## src/rtl/cbd_pkg.sv

```systemverilog
// Shared constants and FSM state type for the eta=3 CBD sampling scheduler.
package cbd_pkg;
  localparam int CBD_ETA         = 3;
  localparam int COEF_W          = 12;
  localparam int KYBER_Q         = 3329;
  localparam int WORDS_PER_POLY  = 24;
  localparam int GROUPS_PER_POLY = 64;
  localparam int GROUP_BITS      = 24;
  localparam int WORD_BITS       = 64;
  localparam int BUF_BITS        = 88;

  typedef enum logic [1:0] {
    ST_IDLE,
    ST_GRANT,
    ST_STREAM,
    ST_DONE
  } cbd_state_t;
endpackage

```

## src/rtl/cbd_quad.sv

```systemverilog
// Combinational eta=3 CBD: 24-bit group -> four 12-bit coefficients.
// With CBD_MODQ_EN defined, outputs are reduced into [0, KYBER_Q).
module cbd_quad
  import cbd_pkg::*;
(
  input  logic [GROUP_BITS-1:0] grp,
  output logic [4*COEF_W-1:0]   coefs
);

  localparam int SW = 2 * CBD_ETA;

  logic [COEF_W-1:0] a;
  logic [COEF_W-1:0] b;
  logic [COEF_W-1:0] d;

  always_comb begin
    coefs = '0;
    a     = '0;
    b     = '0;
    d     = '0;
    for (int unsigned j = 0; j < 4; j++) begin
      a = '0;
      b = '0;
      for (int unsigned i = 0; i < CBD_ETA; i++) begin
        a = a + COEF_W'(grp[SW*j + i]);
        b = b + COEF_W'(grp[SW*j + CBD_ETA + i]);
      end
`ifdef CBD_MODQ_EN
      d = (a < b) ? (a + COEF_W'(KYBER_Q) - b) : (a - b);
`else
      d = a - b;
`endif
      coefs[COEF_W*j +: COEF_W] = d;
    end
  end

endmodule

```

## src/rtl/cbd_poly_scheduler.sv

```systemverilog
// Round-robin scheduler: grants a client, starts the PRF, repacks 64-bit words
// into 24-bit groups and emits 64 CBD coefficient quads. Option: CBD_MODQ_EN.
module cbd_poly_scheduler
  import cbd_pkg::*;
#(
  parameter int N_REQ   = 4,
  parameter int NONCE_W = 8
) (
  input  logic                       clk,
  input  logic                       reset,
  input  logic [N_REQ-1:0]           req,
  input  logic [N_REQ*NONCE_W-1:0]   req_nonce,
  output logic [N_REQ-1:0]           gnt,
  output logic [N_REQ-1:0]           req_done,
  output logic                       prf_start,
  output logic [NONCE_W-1:0]         prf_nonce,
  input  logic                       in_valid,
  input  logic [63:0]                in_data,
  output logic                       in_ready,
  output logic                       coef_valid,
  input  logic                       coef_ready,
  output logic [47:0]                coef_data,
  output logic [5:0]                 coef_addr,
  output logic [$clog2(N_REQ)-1:0]   coef_owner
);

  localparam int OW = $clog2(N_REQ);

  cbd_state_t        state, state_nx;
  logic [OW-1:0]     rr_ptr;
  logic [OW-1:0]     owner;
  logic [OW-1:0]     pick;
  logic              pick_ok;
  logic [BUF_BITS-1:0] bits_q, bits_nx, bits_shift;
  logic [6:0]        cnt, cnt_nx, base;
  logic [4:0]        words_taken;
  logic [5:0]        grp_idx;
  logic              emit, take;
  int unsigned       cand;

  always_comb begin
    pick    = '0;
    pick_ok = 1'b0;
    cand    = 0;
    for (int unsigned i = 0; i < N_REQ; i++) begin
      cand = (32'(rr_ptr) + i) % N_REQ;
      if (!pick_ok && req[cand]) begin
        pick_ok = 1'b1;
        pick    = OW'(cand);
      end
    end
  end

  always_comb begin
    state_nx  = state;
    gnt       = '0;
    req_done  = '0;
    prf_start = 1'b0;
    case (state)
      ST_IDLE:   if (pick_ok) state_nx = ST_GRANT;
      ST_GRANT: begin
        gnt[owner] = 1'b1;
        prf_start  = 1'b1;
        state_nx   = ST_STREAM;
      end
      ST_STREAM: if (emit && grp_idx == 6'(GROUPS_PER_POLY - 1)) state_nx = ST_DONE;
      ST_DONE: begin
        req_done[owner] = 1'b1;
        state_nx        = ST_IDLE;
      end
      default:   state_nx = ST_IDLE;
    endcase
  end

  assign coef_valid = (state == ST_STREAM) && (cnt >= 7'(GROUP_BITS));
  assign emit       = coef_valid && coef_ready;
  assign in_ready   = (state == ST_STREAM) && (words_taken < 5'(WORDS_PER_POLY)) &&
                      ((cnt < 7'(GROUP_BITS)) || ((cnt < 7'(2*GROUP_BITS)) && emit));
  assign take       = in_valid && in_ready;

  // Bits above cnt are always zero, so a new word can simply be OR-ed in.
  always_comb begin
    bits_shift = emit ? (bits_q >> GROUP_BITS) : bits_q;
    base       = emit ? (cnt - 7'(GROUP_BITS)) : cnt;
    bits_nx    = take ? (bits_shift | (BUF_BITS'(in_data) << base)) : bits_shift;
    cnt_nx     = take ? (base + 7'(WORD_BITS)) : base;
  end

  // Owner/nonce are captured on entry to GRANT so prf_nonce is valid with prf_start.
  always_ff @(posedge clk or negedge reset) begin
    if (!reset) begin
      state       <= ST_IDLE;
      rr_ptr      <= '0;
      owner       <= '0;
      prf_nonce   <= '0;
      bits_q      <= '0;
      cnt         <= '0;
      words_taken <= '0;
      grp_idx     <= '0;
    end else begin
      state <= state_nx;
      if (state == ST_IDLE && pick_ok) begin
        owner     <= pick;
        prf_nonce <= req_nonce[32'(pick)*NONCE_W +: NONCE_W];
        rr_ptr    <= (pick == OW'(N_REQ - 1)) ? '0 : pick + 1'b1;
      end
      if (state == ST_GRANT) begin
        bits_q      <= '0;
        cnt         <= '0;
        words_taken <= '0;
        grp_idx     <= '0;
      end else begin
        bits_q <= bits_nx;
        cnt    <= cnt_nx;
        if (take) words_taken <= words_taken + 1'b1;
        if (emit) grp_idx     <= grp_idx + 1'b1;
      end
    end
  end

  assign coef_addr  = grp_idx;
  assign coef_owner = owner;

  cbd_quad u_quad (
    .grp   (bits_q[GROUP_BITS-1:0]),
    .coefs (coef_data)
  );

endmodule

```

## config.mk

```make
export PLATFORM = sky130hd
export DESIGN_NAME = cbd_poly_scheduler
export DESIGN_NICKNAME = d
export VERILOG_FILES = /design/src/rtl/cbd_pkg.sv /design/src/rtl/cbd_quad.sv /design/src/rtl/cbd_poly_scheduler.sv
export SDC_FILE = /design/constraint.sdc
export NUM_CORES = 1
export LEC_CHECK = 0
export CAP_MARGIN = 20
export CORE_MARGIN = 10
export CORE_UTILIZATION = 58
export CTS_CLUSTER_SIZE = 20
export DETAILED_ROUTE_END_ITERATION = 12
export PLACE_DENSITY_LB_ADDON = 0.08
export SYNTH_ARGS = -nofsm -noshare
export SYNTH_HDL_FRONTEND = slang
export SYNTH_HIERARCHICAL = 1
export SYNTH_SLANG_ARGS = --single-unit
```

## constraint.sdc

```tcl
create_clock -name clk -period 5.4 [get_ports clk]
set_clock_uncertainty 0.15 [all_clocks]
set_input_delay 1.08 -clock clk [delete_from_list [all_inputs] [get_ports clk]]
set_output_delay 1.08 -clock clk [all_outputs]
set_load 0.05 [all_outputs]
```

; Yosys cells after proc, flatten, opt, wreduce, memory -nomap -nowiden
; Cells that the tools add are included.
; Widths: inputs -> output; s select.
[word_totals]
out_inout_bits = 75
wordCells = 111
regBits = 120
[op_classes]
eq_ne = 7
mux = 35
n_shift = 2
n_reduce_logical = 20
bitwise_logic = 1
n_addsub = 28
n_lt_le_gt_ge = 10
[op_table]
columns = op, n
row1 = $mux 88, 3
row2 = $add 12x1->12, 8
row3 = $or 88x88->88, 1
row4 = $shl 64x7->88, 1
row5 = $sub 12x12->12, 4
row6 = $shiftx 32x6->8, 1
row7 = $mux 7, 3
row8 = $add 1x1->2, 8
row9 = $lt 2x3->1 const B, 5
row10 = $mux 2, 7
row11 = $logic_and 1x1->1, 12
row12 = $mux 6, 2
row13 = $mux 1, 10
row14 = $mux 5, 2
row15 = $bmux 1 s2, 4
row16 = $mux 4, 2
row17 = $pmux 2 s4, 1
row18 = $add 7x7->7 const B, 1
row19 = $ge 7x5->1 const B, 1
row20 = $lt 7x5->1 const B, 1
row21 = $lt 7x6->1 const B, 1
row22 = $sub 7x5->7 const B, 1
row23 = $add 6x1->6 const B, 1
row24 = $eq 2x2->1 const B, 3
row25 = 14 further kinds, 20

; Logic depth before layout (Yosys ltp)
[depth]
depth_word = 14
mapped_depth = 11
depth_no_buf = 10

; Modules after synthesis
; Netlist, hierarchy kept.
[modules_own_cells]
columns = mod, cells_per_inst, seq_area_each_um2, instances, area_each_um2
row1 = cbd_poly_scheduler, 1079, 2927.8, 1, 8918.6
row2 = cbd_quad, 82, 0.0, 1, 688.2

; Worst setup path before layout
; No wires, ideal clock.
[synth_path]
path_type = register to output
start = register state[1]
end = output port gnt[1]
path_buffers = 3
arrival_time_ps = 2557
stages_incl_launch_ff = 8
slack_ps = 1613
path_cell_list = dfrtp_1 -> inv_1 -> ha_1 -> clkbuf_1 -> clkbuf_1 -> clkbuf_1 -> nand2_1 -> nor2_1
[synth_via]
elab_chain_len = 2
[synth_lines]
columns = item, line_no
row1 = start: declaration, cbd_poly_scheduler.sv:29  ; cbd_state_t state, state_nx;
row2 = start signal: assignment, cbd_poly_scheduler.sv:101  ; state <= state_nx;
row3 = $eq 2x1->1, cbd_poly_scheduler.sv:59  ; case (state)
row4 = $mux 4, cbd_poly_scheduler.sv:59
row5 = end: declaration, cbd_poly_scheduler.sv:13  ; output logic [N_REQ-1:0] gnt,
; No other way between the ends.

; Worst setup path in the final report
[layout_path]
start = register bits_q[9]
end = output port coef_data[22]
[layout_via]
elab_chain_len = 3
[layout_lines]
columns = item, line_no
row1 = start: declaration, cbd_poly_scheduler.sv:34  ; logic [BUF_BITS-1:0] bits_q, bits_nx, bits_shift;
row2 = start signal: assignment, cbd_poly_scheduler.sv:113  ; bits_q <= bits_nx;
row3 = $add 1x1->2, cbd_quad.sv:26  ; b = b + COEF_W'(grp[SW*j + CBD_ETA + i]);
row4 = $add 12x1->12, cbd_quad.sv:26
row5 = $sub 12x12->12, cbd_quad.sv:31  ; d = a - b;
row6 = end: declaration, cbd_poly_scheduler.sv:22  ; output logic [47:0] coef_data,
; No other way between the ends.

==> results by group <==
Clocking
  • Total CTS buffers: 17
  • Post-CTS Repair Setup Buffers: 0
  • Clock H-tree levels: 4
  • Clock root cell: sky130_fd_sc_hd__clkbuf_16
  • Clock slew at the register clock pins of the worst setup and hold paths: 0.06 ns
  • Quantity of hold-fixing buffers added after cts: 0
  • TritonCTS clock tree: done
  • Clock Sink Count: 117
  • CTS-repair resized insts: 0
  • Clock buffer depth: 2
  • Worst-Skew Late Latency: 0.43 ns

Global route
  • Sum of overflow across all layers after global routing: 0
  • Pin count of the biggest net entering global routing: 66
  • Number of antenna violations at the first check in global routing: 1
  • Number of global-route vias before repair: 9,550
  • Total global routing track utilization: 29.4%
  • Global-route wire length before repair: 52,100 um

Cells and area
  • Area growth from synthesis to final layout: 22.8%
  • Filler Cells Inserted: 1,228
  • Share of final-layout standard cells stronger than drive strength 1: 7.80%
  • Final net count: 1,387
  • Count of inserted antenna diode cells: 0
  • Finished Layout Cells: 1,485

Placement
  • Gp weighted congestion: 0.961
  • Detailed placer's ending HPWL: 24,000 um
  • Count of input and output buffers: 178
  • Cells after DPL: 1,452

Floorplanning
  • Number of rows in the core area: 46
  • Starting density of the core: 59.8%
  • Die height: 149 um
  • Placeable core region: 0.0161 mm^2
  • Floorplan die area: 0.0221 mm^2
  • Die W: 149 um
  • Number of top-level pins: 179

Critical path
  • Critical Path End Type: output port
  • CP Data Required Time: 4.17 ns
  • Start-to-end type of the worst setup path: reg -> out
  • Most numerous cell on the critical path: sky130_fd_sc_hd__fa_1
  • Critical path launch point type: register
  • Largest stage delay on the critical path: 0.86 ns
  • Series of cell instances along the critical path: ha_1 > fa_1 > fa_1 > inv_1 > fa_1 > inv_1 > clkdlybuf4s50_1
  • Buffers and inverters on the worst path: 3
  • Worst path slowest cell: sky130_fd_sc_hd__clkdlybuf4s50_1
  • Top cell family by delay on the critical path: adder cells
  • Maximum fanout count along the critical path: 10
  • Arrival time at the worst endpoint: 3.40 ns

Timing
  • Fin crit period: 4.63 ns
  • Number of setup violations in the final report: 0
  • Pins Over Slew Limit: 0
  • Slew of the pin with the lowest slew margin: 0.972 ns
  • Fin Setup TNS: 0 ns
  • Unrepaired setup endpoints after global routing: false
  • Period utilisation layout: 85.7%
  • Total count of hold-check failures in the final report: 0
  • Maximum clock frequency: 216 MHz
  • Relative slew slack: 34.8%

Drt
  • DRC violation count after routing: 0
  • Count of antenna-violating nets left after detailed routing: 0
  • Via density: 6.55
  • DR pass1 iterations: 5
  • Violation count after the first detailed-routing iteration: 924
  • Via count: 9,725
  • Final Routed Wirelength: 33,100 um
  • Routed wirelength normalized by instance count: 22.3 um

Yosys
  • Total nets after synthesis: 1,292
  • Register area share after synthesis: 30.5%
  • Avg Inst Size Synth: 8.27 um^2
  • Syn Inst Count: 1,161
  • Fraction of synthesis flops using an asynchronous set or reset pin: 100%
  • Most common flop cell mapped by yosys: sky130_fd_sc_hd__dfrtp_1
  • EDFF count, synth: 0
  • Portion of synthesized cell area occupied by the leading cell type: 30.5%
  • YS warnings: 6
  • Number of library cell types mapped by synthesis: 73
  • Register bit total from synthesis: 117
  • Post-synthesis cell area: 0.00961 mm^2
  • Post-synth top area cell: sky130_fd_sc_hd__dfrtp_1
  • Dominant cells by area after synthesis: sky130_fd_sc_hd__dfrtp_1, sky130_fd_sc_hd__mux2i_1, sky130_fd_sc_hd__nand2_1

Flow run
  • Max-cap violations: 0

Worst hold path
  • Hold Path Class: reg -> reg

Run status
  • Result of the run: finished clean
## flip-flops by register name, indices dropped and copies added (netlist names)
register,count
state,2
cnt,4
coef_owner,2
coef_addr,6
bits_q,88
prf_nonce,8
rr_ptr,2
words_taken,5
## cell families (layout without fill, tap and decap cells)
group / count (synthesis) / after routing / share of synthesized area [%]
and+or+nand+nor: 404 / 404 / 18.6
DFF: 117 / 117 / 30.5
muxes: 122 / 122 / 13.3
buffers and inverters: 165 / 273 / 9.14
adders and majority gates: 27 / 27 / 4.38
xor gates and xnor gates: 10 / 10 / 1.30
AOI/OAI and AO/OA: 316 / 316 / 22.8
## stage by stage
step / area (um^2) / setup slack, ns / util, % / hold WS [ns]
final: 11800 / 0.770 / 73.4 / 0.327
after CTS: 11800 / 0.754 / 73.3 / 0.333
after global placement: 11200 / 1.06 / 69.6 / 0.313
after global routing: 11800 / 0.672 / 73.4 / 0.357
after floorplan: 9610 / 1.61 / - / 0.299
after detailed placement: 11200 / 1.03 / 69.6 / 0.321
## cells in the final DEF, fill, tap and decap left out, types with 7 or more instances in the layout
master and n:
sky130_fd_sc_hd__a211o_1 7, sky130_fd_sc_hd__a211oi_1 10, sky130_fd_sc_hd__a21oi_1 63, sky130_fd_sc_hd__a221oi_1 31, sky130_fd_sc_hd__a22oi_1 9, sky130_fd_sc_hd__a31oi_1 38
sky130_fd_sc_hd__and2_1 13, sky130_fd_sc_hd__and3_1 8, sky130_fd_sc_hd__buf_4 23, sky130_fd_sc_hd__clkbuf_16 17, sky130_fd_sc_hd__clkdlybuf4s50_1 177, sky130_fd_sc_hd__dfrtp_1 117
sky130_fd_sc_hd__fa_1 11, sky130_fd_sc_hd__ha_1 15, sky130_fd_sc_hd__inv_1 37, sky130_fd_sc_hd__mux2_2 17, sky130_fd_sc_hd__mux2i_1 101, sky130_fd_sc_hd__nand2_1 229
sky130_fd_sc_hd__nand3_1 26, sky130_fd_sc_hd__nand4_1 8, sky130_fd_sc_hd__nor2_1 69, sky130_fd_sc_hd__nor2b_1 7, sky130_fd_sc_hd__nor3_1 12, sky130_fd_sc_hd__o21ai_0 51
sky130_fd_sc_hd__o21ai_1 9, sky130_fd_sc_hd__o221ai_1 9, sky130_fd_sc_hd__o22ai_1 20, sky130_fd_sc_hd__or3_1 9
## Yosys cell counts, drive strengths merged (6+ instances only)
| master | n |
|---|---|
| inv | 37 |
| and3 | 9 |
| and2 | 13 |
| mux2 | 17 |
| o22ai | 21 |
| nor2 | 69 |
| dfrtp | 117 |
| nor2b | 7 |
| a31oi | 38 |
| o221ai | 9 |
| a22oi | 12 |
| ha | 16 |
| nand3 | 26 |
| a221oi | 31 |
| nand2 | 230 |
| xor2 | 6 |
| a211o | 7 |
| nand4 | 8 |
| mux2i | 104 |
| a211oi | 11 |
| nor3 | 14 |
| a21oi | 64 |
| o21ai | 60 |
| fa | 11 |
| buf | 90 |
| a32oi | 6 |
| clkbuf | 37 |
| o2bb2ai | 6 |
| or3 | 9 |
## tightest hold or removal path, stage by stage, from the launching register on
cell and delay (ns):
sky130_fd_sc_hd__dfrtp_1 0.34, sky130_fd_sc_hd__nand2_1 0.04, sky130_fd_sc_hd__o21ai_0 0.06
## final timing paths
path,from,end,cells after the start,slack (ns)
setup reg to reg,cnt[4],bits_q[49],9,1.67
hold reg to reg,prf_nonce[4],prf_nonce[4],2,0.33
max in group asynchronous,reset,bits_q[85],2,3.59
setup / recovery,bits_q[9],coef_data[22],7,0.77
min in group asynchronous,reset,bits_q[73],1,0.54
hold / removal,prf_nonce[4],prf_nonce[4],2,0.33
## layer usage
layer	part of all wire, %	routed length, um	global-route usage (%)
met3	7.5	2470	5.43
met2	50	16500	49.1
met4	5.1	1700	16.6
met5	0.039	13	0
met1	38	12500	35.0
## layout make-up
type                            count  area (um^2)  area share [%]
Clock buffer                       21          480            4.07
Multi-Input combinational cell    879         5850            49.6
Inverter                           38          143            1.21
Tap cell                          216          270            2.29
Sequential cell                   117         2930            24.8
Clock inverter                     11          124            1.05
Timing Repair Buffer              203         2000            17.0
Power is left out: the tool's default activity adds up to more than one toggle a clock period on the data nets, which glitch-free logic cannot reach.
